--- src/rtl/core_ldst_seq.sv ---
// Load/store sequencer: single and multiple register transfers over a simple
// request/ready bus, with base-register writeback and load-data extraction.
module core_ldst_seq (
  input  logic        clk,
  input  logic        rst,
  input  logic        start,
  input  logic        load,
  input  logic [1:0]  size,
  input  logic        sign_extend,
  input  logic        increment,
  input  logic        pre_indexed,
  input  logic        writeback,
  input  logic [15:0] regs,
  input  logic [3:0]  rd,
  input  logic [3:0]  rn,
  input  logic [31:0] base,
  input  logic [31:0] offset,
  output logic [3:0]  st_reg,
  input  logic [31:0] st_value,
  output logic [31:0] bus_addr,
  output logic        bus_start,
  output logic        bus_write,
  output logic [3:0]  bus_byteenable,
  output logic [31:0] bus_data_wr,
  input  logic        bus_ready,
  input  logic [31:0] bus_data_rd,
  output logic        wr_en,
  output logic [3:0]  wr_reg,
  output logic [31:0] wr_value,
  output logic        busy,
  output logic        done
);

  typedef enum logic [1:0] {S_IDLE, S_ACCESS, S_FINISH, S_WRITEBACK} state_t;

  state_t      state_q, state_d;
  logic        load_q, load_d;
  logic        sext_q, sext_d;
  logic        multi_q, multi_d;
  logic        wb_eff_q, wb_eff_d;
  logic [1:0]  size_q, size_d;
  logic [15:0] mask_q, mask_d;
  logic [3:0]  rd_q, rd_d;
  logic [3:0]  rn_q, rn_d;
  logic [31:0] addr_q, addr_d;
  logic [31:0] wb_val_q, wb_val_d;
  logic        lwr_en_q, lwr_en_d;
  logic [3:0]  lwr_reg_q, lwr_reg_d;
  logic [31:0] lwr_val_q, lwr_val_d;

  function automatic logic [4:0] popcnt16(input logic [15:0] m);
    logic [4:0] c;
    c = 5'd0;
    for (int i = 0; i < 16; i++) c = c + {4'd0, m[i]};
    return c;
  endfunction

  function automatic logic [3:0] lowest_idx(input logic [15:0] m);
    logic [3:0] idx;
    idx = 4'd0;
    for (int i = 15; i >= 0; i--) if (m[i]) idx = i[3:0];
    return idx;
  endfunction

  function automatic logic [31:0] load_extract(input logic [31:0] d, input logic [1:0] sz,
                                               input logic [1:0] a, input logic sx);
    logic [7:0]  b;
    logic [15:0] h;
    case (a)
      2'd0:    b = d[7:0];
      2'd1:    b = d[15:8];
      2'd2:    b = d[23:16];
      default: b = d[31:24];
    endcase
    h = a[1] ? d[31:16] : d[15:0];
    case (sz)
      2'b00:   return sx ? {{24{b[7]}}, b} : {24'd0, b};
      2'b01:   return sx ? {{16{h[15]}}, h} : {16'd0, h};
      default: return d;
    endcase
  endfunction

  function automatic logic [31:0] store_lanes(input logic [31:0] v, input logic [1:0] sz);
    case (sz)
      2'b00:   return {4{v[7:0]}};
      2'b01:   return {2{v[15:0]}};
      default: return v;
    endcase
  endfunction

  logic        is_multi;
  logic [31:0] n4, eff, start_addr, final_val;
  logic        rn_loaded;
  logic [3:0]  cur_reg;
  logic [31:0] phys_addr;
  logic [3:0]  be;
  logic        last_beat;

  // Request decode, evaluated on the raw inputs so it can be latched at accept.
  always_comb begin
    is_multi  = (regs != 16'd0);
    n4        = {25'd0, popcnt16(regs), 2'b00};
    eff       = increment ? base + offset : base - offset;
    rn_loaded = load && (is_multi ? regs[rn] : (rd == rn));
    if (is_multi) begin
      start_addr = increment ? base + (pre_indexed ? 32'd4 : 32'd0)
                             : base - n4 + (pre_indexed ? 32'd0 : 32'd4);
      final_val  = increment ? base + n4 : base - n4;
    end else begin
      start_addr = pre_indexed ? eff : base;
      final_val  = eff;
    end
  end

  always_comb begin
    cur_reg   = multi_q ? lowest_idx(mask_q) : rd_q;
    last_beat = !multi_q || ((mask_q & (mask_q - 16'd1)) == 16'd0);
    case (size_q)
      2'b00: begin phys_addr = addr_q;                    be = 4'b0001 << addr_q[1:0]; end
      2'b01: begin phys_addr = {addr_q[31:1], 1'b0};      be = addr_q[1] ? 4'b1100 : 4'b0011; end
      default: begin phys_addr = {addr_q[31:2], 2'b00};   be = 4'b1111; end
    endcase
  end

  always_comb begin
    state_d   = state_q;
    load_d    = load_q;
    sext_d    = sext_q;
    multi_d   = multi_q;
    wb_eff_d  = wb_eff_q;
    size_d    = size_q;
    mask_d    = mask_q;
    rd_d      = rd_q;
    rn_d      = rn_q;
    addr_d    = addr_q;
    wb_val_d  = wb_val_q;
    lwr_en_d  = 1'b0;
    lwr_reg_d = lwr_reg_q;
    lwr_val_d = lwr_val_q;
    case (state_q)
      S_IDLE: begin
        if (start) begin
          load_d   = load;
          sext_d   = sign_extend;
          multi_d  = is_multi;
          size_d   = is_multi ? 2'b10 : size;
          mask_d   = regs;
          rd_d     = rd;
          rn_d     = rn;
          addr_d   = start_addr;
          wb_val_d = final_val;
          wb_eff_d = writeback && !rn_loaded;
          state_d  = S_ACCESS;
        end
      end
      S_ACCESS: begin
        if (bus_ready) begin
          // Load data is registered here and written back the following cycle.
          lwr_en_d  = load_q;
          lwr_reg_d = cur_reg;
          lwr_val_d = load_extract(bus_data_rd, size_q, phys_addr[1:0], sext_q);
          addr_d    = addr_q + 32'd4;
          mask_d    = mask_q & (mask_q - 16'd1);
          if (last_beat) state_d = S_FINISH;
        end
      end
      S_FINISH:    state_d = wb_eff_q ? S_WRITEBACK : S_IDLE;
      S_WRITEBACK: state_d = S_IDLE;
      default:     state_d = S_IDLE;
    endcase
  end

  always_ff @(posedge clk) begin
    if (rst) begin
      state_q  <= S_IDLE;
      lwr_en_q <= 1'b0;
    end else begin
      state_q  <= state_d;
      lwr_en_q <= lwr_en_d;
    end
  end

  always_ff @(posedge clk) begin
    load_q    <= load_d;
    sext_q    <= sext_d;
    multi_q   <= multi_d;
    wb_eff_q  <= wb_eff_d;
    size_q    <= size_d;
    mask_q    <= mask_d;
    rd_q      <= rd_d;
    rn_q      <= rn_d;
    addr_q    <= addr_d;
    wb_val_q  <= wb_val_d;
    lwr_reg_q <= lwr_reg_d;
    lwr_val_q <= lwr_val_d;
  end

  // Bus outputs are gated by state so everything idles at zero.
  always_comb begin
    busy           = (state_q != S_IDLE);
    bus_start      = (state_q == S_ACCESS);
    bus_write      = bus_start && !load_q;
    bus_addr       = bus_start ? phys_addr : 32'd0;
    bus_byteenable = bus_start ? be : 4'd0;
    st_reg         = bus_start ? cur_reg : 4'd0;
    bus_data_wr    = bus_write ? store_lanes(st_value, size_q) : 32'd0;
    wr_en          = lwr_en_q || (state_q == S_WRITEBACK);
    wr_reg         = (state_q == S_WRITEBACK) ? rn_q : (lwr_en_q ? lwr_reg_q : 4'd0);
    wr_value       = (state_q == S_WRITEBACK) ? wb_val_q : (lwr_en_q ? lwr_val_q : 32'd0);
    done           = ((state_q == S_FINISH) && !wb_eff_q) || (state_q == S_WRITEBACK);
  end

endmodule

--- config.mk ---
export PLATFORM = sky130hd
export DESIGN_NAME = core_ldst_seq
export DESIGN_NICKNAME = d
export VERILOG_FILES = /design/src/rtl/core_ldst_seq.sv
export SDC_FILE = /design/constraint.sdc
export NUM_CORES = 1
export LEC_CHECK = 0
export CAP_MARGIN = 10
export CORE_MARGIN = 2
export CORE_UTILIZATION = 45
export CTS_BUF_LIST = sky130_fd_sc_hd__clkbuf_4
export DETAILED_ROUTE_END_ITERATION = 12
export MAX_ROUTING_LAYER = met4
export PLACE_DENSITY = 0.75
export SLEW_MARGIN = 10
export SYNTH_ARGS = -nofsm -noshare
export SYNTH_HDL_FRONTEND = slang
export SYNTH_SLANG_ARGS = --single-unit
--- constraint.sdc ---
create_clock -name clk -period 7.7 [get_ports clk]
set_input_delay 1.54 -clock clk [delete_from_list [all_inputs] [get_ports clk]]
set_output_delay 1.54 -clock clk [all_outputs]
set_load 0.02 [all_outputs]
==> results.sh <==
export IMPL_peakVddDrop_v=0.000155
export IMPL_cp_max_fo=6
export IMPL_synth_flop_cell="edfxtp_1"
export IMPL_setup_slack_ns=0.165
export IMPL_overflow=0
export IMPL_clock_root_buffer="clkbuf_4"
export IMPL_slew_headroom=0.274
export IMPL_gp_congestion=0.973
export IMPL_p_leak_nw=7.00
export IMPL_row_count=64
export IMPL_top_layer="met4"
export IMPL_clk_path_buf_depth=2
export IMPL_wl_per_cell_um=20.4
export IMPL_synth_cells=1838
export IMPL_ys_top_cells_by_area="edfxtp_1 28%, nand2_1 7.0%, a21oi_1 5.6%"
export IMPL_avgSynthCellArea_um2=7.71
export IMPL_htreeDepth=4
export IMPL_clk_latency_ns=0.55
export IMPL_drv_cap=0
export IMPL_start_util=0.459
export IMPL_num_vias=15200
export IMPL_grt_total_usage=0.317
export IMPL_p_int_mw=2.07
export IMPL_ys_async_sr_fraction=0
export IMPL_routed_wl_met2_um=23200
export IMPL_drt_iter0_drc=1813
export IMPL_clk_pin_slew_worst_paths_ns=0.12
export IMPL_areaGrowthSynthToFinish_pct=29.6
export IMPL_min_path_type="reg2reg"
export IMPL_grt_pass1_vias=14165
export IMPL_outcome="finished clean"
export IMPL_postRouteWirelength_um=52200
export IMPL_required_ns=8.08
export IMPL_clkPwrFrac=0.121
export IMPL_critPathKind="in2reg"
export IMPL_ys_seq_area_frac=0.280
export IMPL_nets=2380
export IMPL_io_pins=276
export IMPL_dp_hpwl_um=41000
export IMPL_reg2reg_depth=7
export IMPL_met1_length_um=22200
export IMPL_final_seq_area_um2=3960
export IMPL_post_route_min_period_ns=7.53
export IMPL_startpoint_type="input port"
export IMPL_antenna_found_initial=1
export IMPL_p_seq_frac=0.284
export IMPL_p_sw_frac=0.430
export IMPL_grt_pass1_wl_um=79300
export IMPL_detail_route_antenna_nets=0
export IMPL_setup_viol=0
export IMPL_multi_input_area_um2=9650
export IMPL_whs_ns=0.561
export IMPL_comb_power_share=0.595
export IMPL_die_y_um=181
export IMPL_drive_gt1_frac=0.104
export IMPL_synth_edf_count=130
export IMPL_cts_buffers=17
export IMPL_viasPerCell=5.94
export IMPL_worstSetupEndpointType="flop"
export IMPL_synth_largest_area_cell="edfxtp_1"
export IMPL_synth_cell_area_um2=14200
export IMPL_powerDensity_nw_per_um2=198
export IMPL_fmax_ghz=0.133
export IMPL_synth_common_cells="263 x nand2_1, 178 x nor2_1, 158 x a21oi_1"
export IMPL_grt_max_degree=74
export IMPL_core_um2=30800
export IMPL_clkSinkCount=133
export IMPL_cts_tree="yes"
export IMPL_cp_arrival_ns=7.91
export IMPL_finalMaxSlewViolations=0
export IMPL_dp_slack_ns=-0.611
export IMPL_yosysUniqueCellTypes=79
export IMPL_hold_depth=1
export IMPL_tightest_slew_ns=1.08
export IMPL_die_x_um=181
export IMPL_worst_clock_skew_ns=0.0190
export IMPL_drc=0
export IMPL_dr_wl_met3_um=5450
export IMPL_timing_hold_violations_final=0
export IMPL_fillers=2849
export IMPL_synth_warnings=0
export IMPL_ys_seq_elements=133
export IMPL_synth_top_cell_area_share=0.276
export IMPL_power_switching_mw=1.56
export IMPL_syn_nets=2068
export IMPL_period_share=0.979
export IMPL_portBuffers=275
export IMPL_first_pass_iters=6
export IMPL_synth_most_common_cell="nand2_1"
export IMPL_dieArea_um2=32900
-- registers in the layout (all words and copies together), names as in the netlist --
register	flops
mask_q	16
wb_eff_q	1
multi_q	1
sext_q	1
size_q	2
lwr_val_q	32
lwr_en_q	1
lwr_reg_q	4
addr_q	32
rd_q	4
state_q	2
rn_q	4
load_q	1
wb_val_q	32
-- routing by layer --
layer,up-vias,track usage
met2,841,0.491
met4,0,0.0875
li1,7214,-
met5,-,-
met1,7065,0.426
met3,80,0.0584
-- timing repair --
action,4_1_cts,5_1_grt
pin swaps,0,12
hold endpoints to repair,0,0
hold buffers,0,0
setup endpoints to repair,2,19
gates resized for setup,1,34
setup buffers,0,2
-- worst paths after layout --
kind	slack, ns	start	to
setup / recovery	0.17	regs[1]	addr_q[23]$_DFFE_PP_
hold / removal	0.56	load_q$_DFFE_PP_	lwr_en_q$_SDFF_PP0_
setup reg to reg	4.33	size_q[1]$_SDFFCE_PN1P_	lwr_val_q[22]$_DFFE_PP_
hold reg to reg	0.56	load_q$_DFFE_PP_	lwr_en_q$_SDFF_PP0_
-- cells in the final DEF (no fill, tap or decap), types with 15 or more instances in the layout --
cell type        instances
clkdlybuf4s50_1        273
nand2_1                263
nor2_1                 175
a21oi_1                156
o21ai_0                143
edfxtp_1               130
buf_4                  128
xnor2_1                 86
xor2_1                  84
inv_1                   71
and2_1                  57
nand3_1                 51
ha_1                    49
nor3_1                  48
mux2i_1                 42
nand4_1                 23
nor4_1                  22
a21o_1                  21
a211oi_1                20
and3_1                  19
clkbuf_4                19
nand2b_1                18
or3_1                   17
nor2b_1                 15
a31oi_1                 15
-- through the flow --
step / cell area (um2) / TNS, ns / std cells / power (mW) / util
2_1_floorplan: 14200 / 0 / 1838 / 2.20 / -
3_3_place_gp: 17900 / -7.60 / 2525 / 3.03 / 0.581
3_5_place_dp: 17900 / -9.67 / 2525 / 3.06 / 0.581
4_1_cts: 18200 / 0 / 2557 / 3.50 / 0.590
5_1_grt: 18400 / -0.0487 / 2560 / 3.87 / 0.595
6_report: 18400 / 0 / 2560 / 3.63 / 0.595
-- worst max-delay path, cell delays in order --
cell             delay, ns
clkdlybuf4s50_1       0.48
inv_1                 0.07
fa_2                  0.61
fa_1                  0.44
fa_2                  0.54
fa_1                  0.41
inv_1                 0.11
ha_4                  0.15
fa_2                  0.46
buf_4                 0.17
ha_1                  0.31
nor2_2                0.06
buf_4                 0.13
o311a_1               0.34
buf_4                 0.18
nor4_1                0.29
xor2_1                0.20
buf_4                 0.17
nand3_2               0.10
or3b_4                0.45
o32a_2                0.34
xnor2_1               0.14
a221oi_2              0.22
-- power groups by stage --
stage | logic [mW] | clock network, mW | registers (mW)
floorplan | 1.18 | 0 | 1.01
global placement | 1.99 | 0 | 1.04
detailed placement | 2.02 | 0 | 1.05
CTS | 2.03 | 0.446 | 1.03
global route | 2.35 | 0.474 | 1.04
finish | 2.16 | 0.440 | 1.03
-- kinds of logic (layout without fill, tap and decap cells) --
logic type,Yosys count,count (layout),synth area share
AO/OA/AOI/OAI,464,464,0.196
adder cells (fa/ha/maj),67,67,0.0661
XOR/XNOR,171,171,0.106
other,0,1,0
multiplexers,53,53,0.0432
flip-flops,133,133,0.280
AND/OR/NAND/NOR,767,767,0.259
buffers and inverters,183,508,0.0499
-- final cells by class --
| type | instances | area share |
|---|---|---|
| multi-input cells | 1522 | 0.526 |
| diodes | 1 | 0.000136 |
| repair buffers | 402 | 0.202 |
| flip-flops and latches | 133 | 0.216 |
| clock inverters | 13 | 0.00607 |
| inverters | 74 | 0.0151 |
| clock buffers | 19 | 0.00777 |
| well taps | 396 | 0.0270 |
Power figures use the tool's default switching activity.
